## config.mk

```make
export PLATFORM = sky130hd
export DESIGN_NAME = serial_mux_adder
export DESIGN_NICKNAME = d
export VERILOG_FILES = /design/src/rtl/serial_mux_adder.sv
export SDC_FILE = /design/constraint.sdc
export NUM_CORES = 1
export LEC_CHECK = 0
export CAP_MARGIN = 40
export CORE_MARGIN = 8
export CORE_UTILIZATION = 45
export DETAILED_ROUTE_END_ITERATION = 8
export DONT_BUFFER_PORTS = 1
export PLACE_DENSITY = 0.71
export SYNTH_ARGS = -nofsm -noshare
export SYNTH_HDL_FRONTEND = slang
export SYNTH_SLANG_ARGS = --single-unit
```

## constraint.sdc

```tcl
create_clock -name clk -period 1.9 [get_ports clk]
set_input_delay 0.475 -clock clk [delete_from_list [all_inputs] [get_ports clk]]
set_output_delay 0.475 -clock clk [all_outputs]
set_load 0.005 [all_outputs]
```

## src/rtl/serial_mux_adder.sv

```systemverilog
// Digit-serial add/subtract: DIGIT bits per cycle, LSD first, mux-built majority carries.
// Latency: done pulses N=WIDTH/DIGIT cycles after the accepting edge; start is ignored while busy.
module serial_mux_adder #(
    parameter int WIDTH = 8,
    parameter int DIGIT = 1
) (
    input  logic             clk,
    input  logic             rst,
    input  logic             start,
    input  logic             sub,
    input  logic [WIDTH-1:0] a,
    input  logic [WIDTH-1:0] b,
    input  logic             cin,
    output logic             busy,
    output logic             done,
    output logic [WIDTH-1:0] sum,
    output logic             cout,
    output logic             overflow
);
    localparam int N  = WIDTH / DIGIT;
    localparam int CW = (N > 1) ? $clog2(N) : 1;

    generate
        if (WIDTH < 2 || DIGIT < 1 || (WIDTH % DIGIT) != 0) begin : g_bad_params
            $error("serial_mux_adder: WIDTH must be >= 2 and a multiple of DIGIT");
        end
    endgenerate

    typedef enum logic [1:0] {IDLE, RUN, DONE} state_t;

    state_t           state_q, state_d;
    logic [CW-1:0]    cnt_q, cnt_d;
    logic             carry_q, carry_d;
    logic [WIDTH-1:0] a_q, a_d;
    logic [WIDTH-1:0] b_q, b_d;
    logic [WIDTH-1:0] res_q, res_d;
    logic [WIDTH-1:0] sum_q, sum_d;
    logic             cout_q, cout_d;
    logic             ovf_q, ovf_d;

    logic [DIGIT-1:0] dsum;
    logic [WIDTH-1:0] dsum_ext;
    logic             dcarry;
    logic             msb_cin;
    logic             last;

    // Carry slice: propagate the incoming carry when a^b, otherwise a==b is the carry.
    always_comb begin
        logic c;
        c        = carry_q;
        dsum     = '0;
        msb_cin  = 1'b0;
        for (int i = 0; i < DIGIT; i++) begin
            dsum[i] = a_q[i] ^ b_q[i] ^ c;
            msb_cin = c;
            c       = (a_q[i] ^ b_q[i]) ? c : a_q[i];
        end
        dcarry   = c;
        dsum_ext = '0;
        dsum_ext[DIGIT-1:0] = dsum;
    end

    assign last = (cnt_q == CW'(N - 1));

    always_comb begin
        state_d = state_q;
        cnt_d   = cnt_q;
        carry_d = carry_q;
        a_d     = a_q;
        b_d     = b_q;
        res_d   = res_q;
        sum_d   = sum_q;
        cout_d  = cout_q;
        ovf_d   = ovf_q;
        case (state_q)
            IDLE, DONE: begin
                if (start) begin
                    a_d     = a;
                    b_d     = sub ? ~b : b;
                    carry_d = cin ^ sub;
                    cnt_d   = '0;
                    state_d = RUN;
                end else if (state_q == DONE) begin
                    state_d = IDLE;
                end
            end
            RUN: begin
                // Operands shift down so the active digit always sits at bit 0.
                a_d     = a_q >> DIGIT;
                b_d     = b_q >> DIGIT;
                res_d   = (res_q >> DIGIT) | (dsum_ext << (WIDTH - DIGIT));
                carry_d = dcarry;
                if (last) begin
                    state_d = DONE;
                    sum_d   = res_d;
                    cout_d  = dcarry;
                    ovf_d   = msb_cin ^ dcarry;
                end else begin
                    cnt_d = cnt_q + 1'b1;
                end
            end
            default: state_d = IDLE;
        endcase
    end

    always_ff @(posedge clk) begin
        if (rst) begin
            state_q <= IDLE;
            cnt_q   <= '0;
            carry_q <= 1'b0;
            a_q     <= '0;
            b_q     <= '0;
            res_q   <= '0;
            sum_q   <= '0;
            cout_q  <= 1'b0;
            ovf_q   <= 1'b0;
        end else begin
            state_q <= state_d;
            cnt_q   <= cnt_d;
            carry_q <= carry_d;
            a_q     <= a_d;
            b_q     <= b_d;
            res_q   <= res_d;
            sum_q   <= sum_d;
            cout_q  <= cout_d;
            ovf_q   <= ovf_d;
        end
    end

    assign busy     = (state_q == RUN);
    assign done     = (state_q == DONE);
    assign sum      = sum_q;
    assign cout     = cout_q;
    assign overflow = ovf_q;
endmodule

```

==> metrics <==
outcome complete, no violations; Mapped Cells 191; vias in the first global route 1232; Synth top area share 45.4%; total power draw 0.00174 W; Post-Route WL 3.41 mm; Syn Std Cell Area 1720 um2; final setup fails 0; RSZ-0062 raised after global routing no; Final WS setup 0.186 ns; antenna viol nets, final 0; H-tree depth 2; core area 3660 um2; syn_nets 214; actual slew at the worst max-slew pin 0.439 ns; Leak 0.624 nW; slowest CP cell dfxtp_1; CP startpoint kind flip-flop; Resize count post-CTS 0; met2 routed WL 1.63 mm; Top Ports 33; worst path cell trace nand2b_4 -> inv_2; met1 wire length 1.51 mm; Area growth syn-to-layout 4.87%; Peak VDD IR 0.510 mV; r2r setup slk 0.35 ns; Fillers 349; routed len/inst 14.4 um; synth unique cells 32; Clk Latency, worst-skew pair 0.29 ns; Num CTS Buffers 5; clock sink total 39; Initial Utilization 47.0%; Layout Cells excl Fill 236; Synth Warn # 0; synthesized area per cell 9.01 um2; ranking of synthesized cells by area dfxtp_1 (45%), a21oi_1 (9.6%), nand2_1 (7.4%), a22oi_1 (5.7%), nand3_1 (5.5%); combinational share of power 8.6%; routed wl met3 232 um; Root Buffer clkbuf_8; Hold WC Path Type in -> reg; CTS tree done; Max Clock Freq 583 MHz; Die Area 6060 um2; register area 781 um2; total number of vias 1287; Nets 210; Switch Pwr 0.000394 W; detailed placement HPWL 2.30 mm; # Post-CTS Setup Buffers 0; GRT Total Usage 11.5%; cell taking the most area after synthesis dfxtp_1; Power Density 964 nW/um2; clock share of power 40.9%; Die Ht 77.8 um; Core Rows 22; worst setup path class reg -> out; Reg power frac 50.6%; Reg clk slew, reported paths 0.08 ns; maximum buffer depth of the clock tree 2; drt pass-1 iters 4; crit-path max FO 18; # port buffers 0; Die X-Extent 77.8 um; first-pass GRT wire length 5.71 mm; routability congestion estimate 0.760; Post-Place Setup Slack 0.372 ns; area of the multi-input gates 812 um2; Slew headroom 70.7%; top sig layer met4; Seq cells post-synth 39; remaining global-route overflow 0; largest net degree at the start of global routing 40; kind of cell adding the most delay to the critical path flip-flops; Tmin final 1.71 ns; register area share after synthesis 45.4%; Arr. time, crit path 1.24 ns; cell internal pwr 0.00135 W; Max-Cap Viols 0; Clock Skews 0.00785 ns; layout cells sized above 1 10.1%; initial antenna violation count 0; final worst-path cycle share 90.2%; DR iter-0 viols 88; Worst Setup End Kind primary output; CTS hold repair buffers 0; Pins Over Slew Limit 0; critical path buffer and inverter count 1; Sw Ratio 22.7%; Placed Cells 228; Fin Setup TNS 0 ns; via-per-instance ratio 5.45; delay of the slowest critical-path stage 0.58 ns; WP data required 1.42 ns; # DRC 0; n_diodes 0; final hold violation count 0
[power by group through the flow]
stage / combinational, W / clock, W / sequential, W
3_5_place_dp: 0.000150 / 0 / 0.000898
2_1_floorplan: 0.000166 / 0 / 0.000887
5_1_grt: 0.000168 / 0.000766 / 0.000886
4_1_cts: 0.000150 / 0.000734 / 0.000879
3_3_place_gp: 0.000149 / 0 / 0.000897
6_report: 0.000149 / 0.000711 / 0.000880
[Yosys cell counts (all sizes together)]
cell,n
a2111oi,1
a211o,1
a21oi,34
a22oi,14
a311oi,1
a31oi,1
and3b,1
buf,12
clkbuf,3
dfxtp,39
ha,2
inv,1
maj3,1
nand2,34
nand2b,3
nand3,19
nand3b,2
nor2,6
nor2b,2
nor3,1
nor3b,1
or3b,2
xnor2,2
xor2,7
xor3,1
[area by class of cell]
class	instances	share of cell area [%]
inverters	1	0.208
multi-input cells	136	45.0
well taps	48	3.33
clock buffers	6	4.58
repair buffers	4	1.66
flip-flops and latches	39	43.3
clock inverters	2	1.94
[worst paths after layout]
path | startpoint | endpoint | cells after the start
worst max register to register | cnt_q[0]$_SDFFE_PP0P_ | overflow$_SDFFE_PP0P_ | 5
worst max-delay path | state_q[0]$_SDFFE_PP0P_ | busy | 2
worst min register to register | res_q[1]$_SDFFE_PP0N_ | res_q[1]$_SDFFE_PP0N_ | 2
worst min-delay path | rst | overflow$_SDFFE_PP0P_ | 1
[state kept, by name, summed over array words and instances, names as in the netlist]
signal,flops
cnt_q,3
res_q,7
b_q,8
state_q,2
overflow,1
a_q,8
sum,8
cout,1
carry_q,1
[cells in the final DEF (no fill, tap or decap)]
master | netlist | layout
bufinv_16 | 0 | 1
clkbuf_8 | 0 | 6
a22oi_1 | 13 | 13
a22oi_2 | 1 | 1
nor2_1 | 6 | 6
nor2b_1 | 1 | 1
inv_2 | 1 | 1
xor2_1 | 7 | 7
nand2_1 | 34 | 34
nand3b_1 | 2 | 2
and3b_1 | 1 | 1
a211o_1 | 1 | 1
nand2b_1 | 2 | 2
nor3_1 | 1 | 1
dfxtp_1 | 39 | 39
clkinv_2 | 0 | 1
a31oi_1 | 1 | 1
nand2b_4 | 1 | 1
maj3_1 | 1 | 1
ha_1 | 2 | 2
xor3_1 | 1 | 1
nand3_1 | 19 | 19
a311oi_2 | 1 | 1
nor3b_1 | 1 | 1
xnor2_1 | 2 | 2
a21oi_1 | 33 | 33
or3b_1 | 2 | 2
nor2b_4 | 1 | 1
a2111oi_2 | 1 | 1
a21oi_2 | 1 | 1
buf_4 | 2 | 4
[metrics by stage]
stage | cell area (um2) | utilization (%) | hold WS [ns]
after global placement | 1690 | 46.1 | 0.436
after global routing | 1800 | 49.3 | 0.222
after CTS | 1800 | 49.3 | 0.231
after floorplan | 1720 | - | 0.432
after detailed placement | 1690 | 46.1 | 0.440
final | 1800 | 49.3 | 0.240
[layer usage]
metal,vias up,track usage [%]
met1,589,12.7
met5,-,0
met3,5,5.07
met4,0,4.53
li1,654,-
met2,39,19.0
[cell families (layout without fill, tap and decap cells)]
family                   Yosys count  after routing  synth area share [%]
flip-flops                        39             39                  45.4
adder cells (fa/ha/maj)            3              3                  2.04
AO/OA/AOI/OAI                     52             52                  19.1
XOR/XNOR                          10             10                  5.96
buffers and inverters             16             13                  7.42
AND/OR/NAND/NOR                   71             71                  20.1
Note: power is estimated with default switching activity, not from simulation.
==> patch, RTL diff (config.mk and constraints unchanged) <==
The 3 states of `state_t` get a one-hot encoding in 3 bits.
--- a/src/rtl/serial_mux_adder.sv
+++ b/src/rtl/serial_mux_adder.sv
@@ -26,7 +26,7 @@
         end
     endgenerate
 
-    typedef enum logic [1:0] {IDLE, RUN, DONE} state_t;
+    typedef enum logic [2:0] {IDLE = 3'b001, RUN = 3'b010, DONE = 3'b100} state_t;
 
     state_t           state_q, state_d;
     logic [CW-1:0]    cnt_q, cnt_d;
Formal check against the unedited RTL: no difference found for any inputs over 10 cycles, from zero or initial values and one cycle with rst high; not proved beyond that.
==> patch against the unedited design <==
  * Synthesized cell count grew 14%
  * Sequential cell count up 1
  * Total power fell by 9.2%
  * Worst setup slack worse by 0.064 ns
  * Critical path depth unchanged
  * Via count is 17% higher
  * Fmax is 3.6% lower
  * Combinational power is 10% higher
  * Area after synthesis grew 12%
  * Sequential share of layout area shrank 3.8 points
  * Wire length is 21% higher
  * Clock skew rose by 0.0011 ns
  * Cell area rose by 12%
  * Critical path type unchanged
  * Largest power group unchanged
==> patch: results (changes against the unedited design) <==
Outcome: finished clean (unchanged). The worst path arrival time is 1.30 ns (was 1.24 ns). The initial DRC count is 78 (was 88). The critical path's slowest cell is or3b_4 (was dfxtp_1).

The post-detailed-route wirelength per cell was 15.52 µm (was 14.44 µm). The HPWL after detailed placement came out at 2.739 mm (was 2.303 mm). The peak ir drop on the vdd network came to 0.0005118 V (was 0.0005100 V). The overall track demand over capacity in global routing came out at 11.99% (was 11.54%).

The highest cell delay on the worst timing path is 0.48 ns (was 0.58 ns). The count of unique library cells instantiated by Yosys came to 41 (was 32). The post-synthesis cell count came out at 218 (was 191). The clock tree skew after final layout came out at 0.008933 ns (was 0.007847 ns). The via count of the first global-routing pass came out at 1366 (was 1232). The share of the synthesized netlist area taken by xor and xnor gates is 7.022% (was 5.964%).

The post-placement cell count is 258 (was 228). The placement-stage cell area is 1942 µm² (was 1687 µm²). The antenna cell count is 0 (unchanged). The share of the synthesized area in compound gates (AO/OA/AOI/OAI) came out at 19.44% (was 19.13%).

The type of the worst min-delay path is input pin to flop (unchanged). The largest net degree at the start of global routing came out at 47 (was 40). Top cell types by occurrence after synthesis: dfxtp_1 (40), nand2_1 (40), a21oi_1 (24) (was dfxtp_1 (39), nand2_1 (34), a21oi_1 (33)). The final weighted congestion in routability-driven placement is 0.6836 (was 0.7601). Area contributors post-synth: dfxtp_1 (42%), nand2_1 (7.8%), a21oi_1 (6.2%) (was dfxtp_1 (45%), a21oi_1 (9.6%), nand2_1 (7.4%)). The number of optimization iterations in the first detailed-route pass came out at 4 (unchanged). The area share of fa/ha/maj cells after synthesis came to 1.821% (was 2.036%). The static leakage power came out at 0.7097 nW (was 0.6244 nW). The number of filler instances in the final layout came to 407 (was 349). The worst-case setup slack after placement is 0.1629 ns (was 0.3725 ns). The number of vias per cell after detailed routing is 5.684 (was 5.453). The overall via count from detail_route is 1512 (was 1287). The sequential-to-total area share from yosys stat is 41.61% (was 45.38%). The transition at the pin with the smallest max-transition slack came out at 0.3638 ns (was 0.4386 ns). The wire length of the first global-routing pass came out at 6.389 mm (was 5.706 mm). The number of buffers inserted to repair setup after CTS came to 0 (unchanged).

The highest net fanout along the worst path is 13 (was 18). The synthesized net count is 241 (was 214). The ratio of cells with drive above 1 in the final layout is 13.89% (was 10.11%). The cell type group with the largest total delay on the critical path is simple AND/OR/NAND/NOR gates (was flip-flops).
patch: final timing paths:
check	slack, ns	cells past startpoint	end	from
max	0.12	2	busy	state_q[0]
min	0.25	1	sum[6]	rst
max reg2reg	0.17	5	sum[6]	cnt_q[0]
min reg2reg	0.45	2	sum[0]	res_q[1]
patch: final cells by class:
type                            instances  area (µm²)  share of cell area (%)
Sequential cell                        40       800.8                   39.51
Clock buffer                            6       72.57                   3.580
Multi-Input combinational cell        156       993.5                   49.01
Tap cell                               50       62.56                   3.086
Timing Repair Buffer                   10       75.07                   3.704
Timing Repair inverter                  1       5.005                  0.2469
Clock inverter                          1       5.005                  0.2469
Inverter                                2       12.51                  0.6173
patch: power breakdown:
group          internal (mW)  switching (mW)  total, mW
combinational         0.0776          0.0859      0.164
clock                  0.250           0.275      0.525
sequential             0.870          0.0220      0.892
patch: cells by family after synthesis:
family | Yosys count
AOI/OAI and AO/OA | 55
and+or+nand+nor | 86
xor gates and xnor gates | 12
buffers and inverters | 22
DFF | 40
adders and majority gates | 3
patch: per-layer routing:
metal,share of wire (%),up-vias,global-route usage [%]
met3,7.6,4,4.084
met5,0,-,0
met4,0.99,0,3.750
li1,-,768,-
met2,44,44,18.22
met1,47,696,15.56
patch: worst reg2reg max path: cells and delay by family, from the launching register on:
kind / cells / cell delay (ns)
AO/OA/AOI/OAI: 1 / 0.06
adder cells (fa/ha/maj): 2 / 0.33
flip-flops: 1 / 0.36
AND/OR/NAND/NOR: 2 / 0.89
patch: metrics by stage:
stage          power (mW)  hold slack [ns]
4_1_cts             1.586           0.2472
3_3_place_gp        1.071           0.4402
5_1_grt             1.643           0.2379
6_report            1.581           0.2506
3_5_place_dp        1.073           0.4426
2_1_floorplan       1.058           0.4321
